File: src/rtl/apb_perf_cnt_slave_if.sv
// apb_perf_cnt_slave_if: APB requester/completer signal bundle for the perf counter slave
interface apb_perf_cnt_slave_if #(
   parameter int ADR_W = 32
);
   logic [ADR_W-1:0] PADDR;
   logic             PSEL;
   logic             PENABLE;
   logic             PWRITE;
   logic [31:0]      PWDATA;
   logic             PREADY;
   logic [31:0]      PRDATA;
   logic             PSLVERR;
   modport master (output PADDR, PSEL, PENABLE, PWRITE, PWDATA, input PREADY, PRDATA, PSLVERR);
   modport slave  (input PADDR, PSEL, PENABLE, PWRITE, PWDATA, output PREADY, PRDATA, PSLVERR);
endinterface

File: src/rtl/apb_perf_cnt_slave.sv
// apb_perf_cnt_slave: APB-mapped bank of event counters with sticky overflow flags and interrupt
module apb_perf_cnt_slave #(
   parameter int                ADR_W    = 32,
   parameter logic [ADR_W-21:0] BASE_ADR = '0,
   parameter int                NUM_CH   = 8,
   parameter int                CNT_W    = 32,
   parameter int                WAIT_CYC = 0
) (
   input  logic                PCLK,
   input  logic                PRESETn,
   apb_perf_cnt_slave_if.slave apb,
   input  logic [NUM_CH-1:0]   ev_inc,
   output logic                irq
);
   localparam logic [0:0] S_IDLE = 1'b0;
   localparam logic [0:0] S_WAIT = 1'b1;
   logic [0:0]        r_state;
   logic [2:0]        r_wcnt;
   logic              r_en, r_frz, r_irq;
   logic [NUM_CH-1:0] r_ovf, r_ie;
   logic [CNT_W-1:0]  r_cnt [NUM_CH];
   logic [17:0]       w_idx;
   logic              w_err, w_ready, w_wr, w_clr;
   logic [NUM_CH-1:0] w_hit, w_inc, w_set, w_w1c;
   logic [31:0]       w_rd;
   logic              w_unused_ok;
   assign w_idx       = apb.PADDR[19:2];
   assign w_err       = (apb.PADDR[ADR_W-1:20] != BASE_ADR) || (w_idx > 18'(NUM_CH + 3));
   // Qualifying with WAIT keeps a stale ACCESS phase after reset from completing
   assign w_ready     = PRESETn && r_state == S_WAIT && apb.PSEL && apb.PENABLE && r_wcnt == 3'(WAIT_CYC);
   assign w_wr        = w_ready && apb.PWRITE && !w_err;
   assign w_clr       = w_wr && w_idx == 18'd0 && apb.PWDATA[0];
   assign w_w1c       = (w_wr && w_idx == 18'd1) ? apb.PWDATA[NUM_CH-1:0] : '0;
   assign apb.PREADY  = w_ready;
   assign apb.PSLVERR = w_ready && w_err;
   assign apb.PRDATA  = (w_ready && !w_err) ? w_rd : '0;
   assign irq         = r_irq;
   assign w_unused_ok = ^{apb.PADDR[1:0], apb.PWDATA};
   for (genvar c = 0; c < NUM_CH; c++) begin : g_ch
      assign w_hit[c] = w_wr && w_idx == 18'(c + 4);
      assign w_inc[c] = r_en && !r_frz && ev_inc[c];
      // Only a wrap that actually lands raises the flag; CLR or a write steals it
      assign w_set[c] = w_inc[c] && !w_clr && !w_hit[c] && &r_cnt[c];
   end
   always_comb begin
      w_rd = w_idx == 18'd0 ? {29'd0, r_frz, r_en, 1'b0} :
             w_idx == 18'd1 ? 32'(r_ovf) :
             w_idx == 18'd2 ? 32'(r_ie) : '0;
      for (int i = 0; i < NUM_CH; i++)
         if (w_idx == 18'(i + 4)) w_rd = 32'(r_cnt[i]);
   end
   always_ff @(posedge PCLK or negedge PRESETn)
      if (!PRESETn) begin
         r_state <= S_IDLE;
         r_wcnt  <= '0;
      end else if (r_state == S_IDLE) begin
         if (apb.PSEL && !apb.PENABLE) begin
            r_state <= S_WAIT;
            r_wcnt  <= '0;
         end
      end else if (!apb.PSEL || w_ready) begin
         r_state <= S_IDLE;
         r_wcnt  <= '0;
      end else if (apb.PENABLE) begin
         r_wcnt  <= r_wcnt + 3'd1;
      end
   always_ff @(posedge PCLK or negedge PRESETn)
      if (!PRESETn) begin
         r_en  <= 1'b0;
         r_frz <= 1'b0;
         r_ie  <= '0;
         r_irq <= 1'b0;
      end else begin
         if (w_wr && w_idx == 18'd0) begin
            r_en  <= apb.PWDATA[1];
            r_frz <= apb.PWDATA[2];
         end
         if (w_wr && w_idx == 18'd2) r_ie <= apb.PWDATA[NUM_CH-1:0];
         r_irq <= |(r_ovf & r_ie);
      end
   always_ff @(posedge PCLK or negedge PRESETn)
      if (!PRESETn) begin
         for (int i = 0; i < NUM_CH; i++) r_cnt[i] <= '0;
         r_ovf <= '0;
      end else begin
         for (int i = 0; i < NUM_CH; i++)
            r_cnt[i] <= w_clr ? '0 : w_hit[i] ? apb.PWDATA[CNT_W-1:0] : w_inc[i] ? r_cnt[i] + CNT_W'(1) : r_cnt[i];
         r_ovf <= w_set | (r_ovf & ~w_w1c);
      end
endmodule

File: src/flat_wrapper.sv
// flat-port wrapper written by rule: the top's interface ports become plain ports
module apb_perf_cnt_slave_flat 
#(
   parameter int                ADR_W    = 32,
   parameter logic [ADR_W-21:0] BASE_ADR = '0,
   parameter int                NUM_CH   = 8,
   parameter int                CNT_W    = 32,
   parameter int                WAIT_CYC = 0
)
  (PCLK, PRESETn, ev_inc, irq, apb_PADDR, apb_PSEL, apb_PENABLE, apb_PWRITE, apb_PWDATA, apb_PREADY, apb_PRDATA, apb_PSLVERR);
  apb_perf_cnt_slave_if #(.ADR_W(ADR_W)) apb_i ();
  input  logic PCLK;
  input  logic PRESETn;
  input  logic [NUM_CH-1:0] ev_inc;
  output logic irq;
  input wire logic [$bits(apb_i.PADDR)-1:0] apb_PADDR;
  input wire logic [$bits(apb_i.PSEL)-1:0] apb_PSEL;
  input wire logic [$bits(apb_i.PENABLE)-1:0] apb_PENABLE;
  input wire logic [$bits(apb_i.PWRITE)-1:0] apb_PWRITE;
  input wire logic [$bits(apb_i.PWDATA)-1:0] apb_PWDATA;
  output wire logic [$bits(apb_i.PREADY)-1:0] apb_PREADY;
  output wire logic [$bits(apb_i.PRDATA)-1:0] apb_PRDATA;
  output wire logic [$bits(apb_i.PSLVERR)-1:0] apb_PSLVERR;
  assign apb_i.PADDR = apb_PADDR;
  assign apb_i.PSEL = apb_PSEL;
  assign apb_i.PENABLE = apb_PENABLE;
  assign apb_i.PWRITE = apb_PWRITE;
  assign apb_i.PWDATA = apb_PWDATA;
  assign apb_PREADY = apb_i.PREADY;
  assign apb_PRDATA = apb_i.PRDATA;
  assign apb_PSLVERR = apb_i.PSLVERR;
  apb_perf_cnt_slave #(.ADR_W(ADR_W), .BASE_ADR(BASE_ADR), .NUM_CH(NUM_CH), .CNT_W(CNT_W), .WAIT_CYC(WAIT_CYC)) u_core (.PCLK(PCLK), .PRESETn(PRESETn), .apb(apb_i), .ev_inc(ev_inc), .irq(irq));
endmodule
File: config.mk
export PLATFORM = sky130hd
export DESIGN_NAME = apb_perf_cnt_slave_flat
export DESIGN_NICKNAME = d
export VERILOG_FILES = /design/src/rtl/apb_perf_cnt_slave_if.sv /design/src/rtl/apb_perf_cnt_slave.sv /design/src/flat_wrapper.sv
export SDC_FILE = /design/constraint.sdc
export NUM_CORES = 1
export LEC_CHECK = 0
export ABC_AREA = 1
export BUFFER_PORTS_ARGS = -buffer_cell sky130_fd_sc_hd__buf_4
export CAP_MARGIN = 20
export CORE_MARGIN = 1
export CORE_UTILIZATION = 30
export CTS_CLUSTER_SIZE = 16
export DETAILED_ROUTE_END_ITERATION = 16
export GPL_ROUTABILITY_DRIVEN = 0
export PLACE_DENSITY = 0.47
export SLEW_MARGIN = 20
export SYNTH_ARGS = -nofsm -noshare
export SYNTH_HDL_FRONTEND = slang
export SYNTH_SLANG_ARGS = --single-unit
File: constraint.sdc
create_clock -name PCLK -period 8.1 [get_ports PCLK]
set_input_delay 1.62 -clock PCLK [delete_from_list [all_inputs] [get_ports PCLK]]
set_output_delay 1.62 -clock PCLK [all_outputs]
set_load 0.005 [all_outputs]
==> impl_table.tex <==
\begin{tabular}{lr}
\hline
Metric & Value \\
\hline
\multicolumn{2}{l}{\textbf{Place}} \\
Cell Count Post-Placement & 4238 \\
Count of buffers inserted at the top-level ports & 109 \\
Sum of net half-perimeters after detailed placement & $\sim$75000 um \\
Pre-CTS WS & roughly 1.5 ns \\
\multicolumn{2}{l}{\textbf{Synthesis}} \\
Mapped Area & 21700 sq um \\
Post-synth EDFFs & 0 \\
Commonest register cell after synthesis & sky130\_fd\_sc\_hd\_\_dfrtp\_1 \\
Number of library cell types mapped by synthesis & 43 \\
Number of synthesized register bits & 279 \\
Count of mapped cells out of synthesis & roughly 3300 \\
Fraction of synthesized cell area taken by the top area cell type & 0.321 \\
Top cells by area in the synthesized netlist & sky130\_fd\_sc\_hd\_\_dfrtp\_1 32\%, sky130\_fd\_sc\_hd\_\_nand2\_1 15\%, sky130\_fd\_sc\_hd\_\_o21ai\_0 8.6\% \\
Sequential-to-total area share from yosys stat & 0.321 \\
Area leader, netlist & sky130\_fd\_sc\_hd\_\_dfrtp\_1 \\
Count of yosys warnings during synthesis & 0 \\
Async set or reset register ratio after synthesis & 1.00 \\
Number of nets produced by synthesis & 3393 \\
Post-Syn Area per Cell & $\sim$6.6 sq um \\
\multicolumn{2}{l}{\textbf{Detailed routing}} \\
Post-route DRC & 0 \\
Count of routing violations after the opening detailed-route iteration & approximately 3200 \\
Routed vias & $\sim$24000 \\
Routed len/inst & $\sim$25 um \\
ANT nets after route & 0 \\
Wire length reported by the detailed router & around 110000 um \\
Detailed Routing Iterations Pass 1 & 6 \\
Average vias per placed instance & 5.62 \\
\multicolumn{2}{l}{\textbf{Timing}} \\
Count of final setup violators & 0 \\
Fraction of the cycle the final worst path needs & 0.839 \\
Unrepaired setup endpoints after global routing & false \\
Slew Viols, Final & 0 \\
Clock tree skew after final layout & 0.0222 ns \\
Max-slew headroom at the worst pin & 0.268 \\
Maximum operating frequency & between 100 and 150 MHz \\
Number of hold violations in the final report & 0 \\
Actual slew at the worst max-slew pin & around 1.1 ns \\
Post-route setup slack & roughly 1.3 ns \\
Final total negative setup slack & 0 ns \\
Shortest clock period the worst path allows after layout & between 6 and 7 ns \\
\multicolumn{2}{l}{\textbf{GRT}} \\
Antenna violations before repair & 6 \\
GRT Util Overall & 0.282 \\
Global-route congestion overflow total & 0 \\
Global-route wire length before repair & approximately 150000 um \\
Largest net degree at the start of global routing & 73 \\
Via count of the first global-routing pass & 22332 \\
\multicolumn{2}{l}{\textbf{Power and ir drop}} \\
Power density cells & around 140 nW/um\^{}2 \\
Total Power & about 3300 uW \\
Share of total power in the clock network & 0.532 \\
Maximum ir drop on the vdd rail & $\sim$0.00013 V \\
Part of the total power dissipated in combinational logic & 0.049 \\
Sw power & roughly 870 uW \\
Internal power summed over all cells & between 2000 and 2500 uW \\
Leakage power summed over all cells & roughly 0.012 uW \\
Relative contribution of sequential cells to total power & 0.419 \\
Switching Fraction & 0.260 \\
\multicolumn{2}{l}{\textbf{Die}} \\
Width of the die & between 200 and 300 um \\
Standard-cell rows & $\sim$100 \\
Floorplan die area & around 74000 sq um \\
Ports & around 110 \\
Core outline area & slightly above 70000 sq um \\
Y dimension of the die & roughly 270 um \\
Starting density of the core & 0.304 \\
\multicolumn{2}{l}{\textbf{Critical path}} \\
Required time of the critical path & approximately 6.5 ns \\
Worst reg2reg path endpoint & u\_core.r\_cnt[216] \\
Startpoint of the lowest-slack register-to-register path & u\_core.r\_wcnt[0] \\
Worst setup path class & primary input to primary output \\
Arr. time, crit path & 5.18 ns \\
Critical path peak fanout & 21 \\
Reg2Reg Depth & 12 \\
CP endpoint kind & primary output \\
Register-to-register setup slack & approximately 3.6 ns \\
Nature of the critical path startpoint & primary input \\
\multicolumn{2}{l}{\textbf{Clocking}} \\
H-tree depth & 2 \\
Source-to-sink clock delay at the later pin of the worst-skew pair & just under 0.6 ns \\
Number of buffers between clock root and the deepest sink & 3 \\
Total CTS buffers & 39 \\
Clock Sinks & 279 \\
Resized cells post-CTS & 0 \\
TritonCTS clock tree & built \\
Number of hold buffers added after cts & 0 \\
Register clock-pin slew on the reported worst setup and hold paths & approximately 0.050 ns \\
Cell chosen for the clock root & sky130\_fd\_sc\_hd\_\_clkbuf\_16 \\
Buffers inserted by post-CTS timing repair & 0 \\
\multicolumn{2}{l}{\textbf{Status}} \\
Result of the run & complete, no violations \\
\multicolumn{2}{l}{\textbf{Finish}} \\
Commonest non-fill, non-tap cells in the layout & 884 x sky130\_fd\_sc\_hd\_\_nand2\_1, 372 x sky130\_fd\_sc\_hd\_\_o21ai\_0, 296 x sky130\_fd\_sc\_hd\_\_inv\_1, 279 x sky130\_fd\_sc\_hd\_\_dfrtp\_1, 264 x sky130\_fd\_sc\_hd\_\_nor2\_1 \\
Proportion of layout cells with a drive suffix above 1 & 0.0763 \\
Final standard cell count with taps included and fillers excluded & roughly 4300 \\
Relative area change from synthesis to final layout & 13.4\% \\
Layout net count & approximately 3400 \\
Most common library cell in the layout ignoring fill and taps & sky130\_fd\_sc\_hd\_\_nand2\_1 \\
Filler instances & 7920 \\
\multicolumn{2}{l}{\textbf{Worst hold path}} \\
Cell count of the worst hold path & 2 \\
Hold path endpoint & u\_core.r\_ie[1] \\
Launch point of the worst hold path & u\_core.r\_ie[1] \\
Hold crit path type & flip-flop to flip-flop \\
\multicolumn{2}{l}{\textbf{Job}} \\
Max-cap viol count & 0 \\
\hline
\end{tabular}
-- sequential cells by signal (all words and copies together) (netlist names) --
name and cells:
u_core.r_ovf 8, u_core.irq 1, u_core.r_cnt 256, u_core.r_wcnt 3, u_core.r_frz 1, u_core.r_ie 8, u_core.r_en 1, u_core.r_state 1
-- worst max-delay path, cell delays in order --
cell	delay, ns
sky130_fd_sc_hd__buf_4	0.11
sky130_fd_sc_hd__nor2_1	0.10
sky130_fd_sc_hd__nand2_1	0.06
sky130_fd_sc_hd__nor2_1	0.44
sky130_fd_sc_hd__nand3_1	0.29
sky130_fd_sc_hd__nand2_1	0.28
sky130_fd_sc_hd__nand2_1	0.47
sky130_fd_sc_hd__buf_4	0.34
sky130_fd_sc_hd__nor3_1	0.40
sky130_fd_sc_hd__o21ai_0	0.24
sky130_fd_sc_hd__nand3_1	0.14
sky130_fd_sc_hd__o21ai_0	0.16
sky130_fd_sc_hd__nand2_1	0.11
sky130_fd_sc_hd__nand2_1	0.07
sky130_fd_sc_hd__a21oi_1	0.19
sky130_fd_sc_hd__buf_4	0.16
-- metrics by stage --
| stage | cell area [sq um] | util | hold WS [ns] |
|---|---|---|---|
| after floorplan | 21700 | - | 0.453 |
| after global placement | 23400 | 0.326 | 0.468 |
| after detailed placement | 23400 | 0.327 | 0.474 |
| after CTS | 24700 | 0.344 | 0.487 |
| after global routing | 24700 | 0.344 | 0.509 |
| final | 24700 | 0.344 | 0.485 |
-- metal layers --
metal | vias to the layer above | wire length (um) | GRT usage | share of wire
li1 | 11302 | - | - | -
met3 | 170 | 8590 | 0.0431 | 0.081
met2 | 1069 | 44300 | 0.409 | 0.42
met4 | 0 | 4750 | 0.120 | 0.045
met1 | 11643 | 48100 | 0.411 | 0.45
met5 | - | 0 | 0 | 0
-- worst max path at each step --
stage,startpoint,to,slack [ns],cells after the start
floorplan,apb_PADDR[13],apb_PRDATA[22],2.93,14
global placement,apb_PADDR[13],apb_PRDATA[29],1.48,16
detailed placement,apb_PADDR[13],apb_PRDATA[8],1.45,15
CTS,apb_PADDR[13],apb_PRDATA[8],1.44,15
global route,apb_PADDR[13],apb_PRDATA[8],1.01,15
finish,apb_PADDR[13],apb_PRDATA[29],1.30,16
-- kinds of logic after synthesis --
family / Yosys count / synth area share
xor gates and xnor gates: 168 / 0.0677
DFF: 279 / 0.321
adders and majority gates: 10 / 0.00575
buffers and inverters: 475 / 0.0859
and+or+nand+nor: 1619 / 0.320
AOI/OAI and AO/OA: 755 / 0.200
-- power by group through the flow --
stage	Combinational [uW]	Clock, uW	Sequential (uW)
after global placement	163	0	1420
after floorplan	26.1	0	1420
final	164	1770	1400
after global routing	168	1840	1400
after detailed placement	164	0	1420
after CTS	164	1800	1400
-- Yosys cell counts (72+ instances only) --
cell type                  instances
sky130_fd_sc_hd__clkbuf_1        119
sky130_fd_sc_hd__dfrtp_1         279
sky130_fd_sc_hd__inv_1           296
sky130_fd_sc_hd__o21ai_0         372
sky130_fd_sc_hd__nor2_1          269
sky130_fd_sc_hd__nand2_1         885
sky130_fd_sc_hd__nand3_1         151
sky130_fd_sc_hd__o22ai_1         106
sky130_fd_sc_hd__nor3_1          141
sky130_fd_sc_hd__nand4_1          80
sky130_fd_sc_hd__xor2_1          146
sky130_fd_sc_hd__o211ai_1         72
sky130_fd_sc_hd__a21oi_1         130
-- final cells by class --
cell class / instances / area, sq um / area share
well taps: 950 / 1190 / 0.0482
multi-input cells: 2552 / 12900 / 0.524
flip-flops and latches: 279 / 6980 / 0.283
repair buffers: 151 / 1160 / 0.0469
clock buffers: 57 / 1140 / 0.0464
diodes: 2 / 5.00 / 0.000203
inverters: 306 / 1150 / 0.0466
clock inverters: 10 / 111 / 0.00451
(Power assumes the default switching activity.)
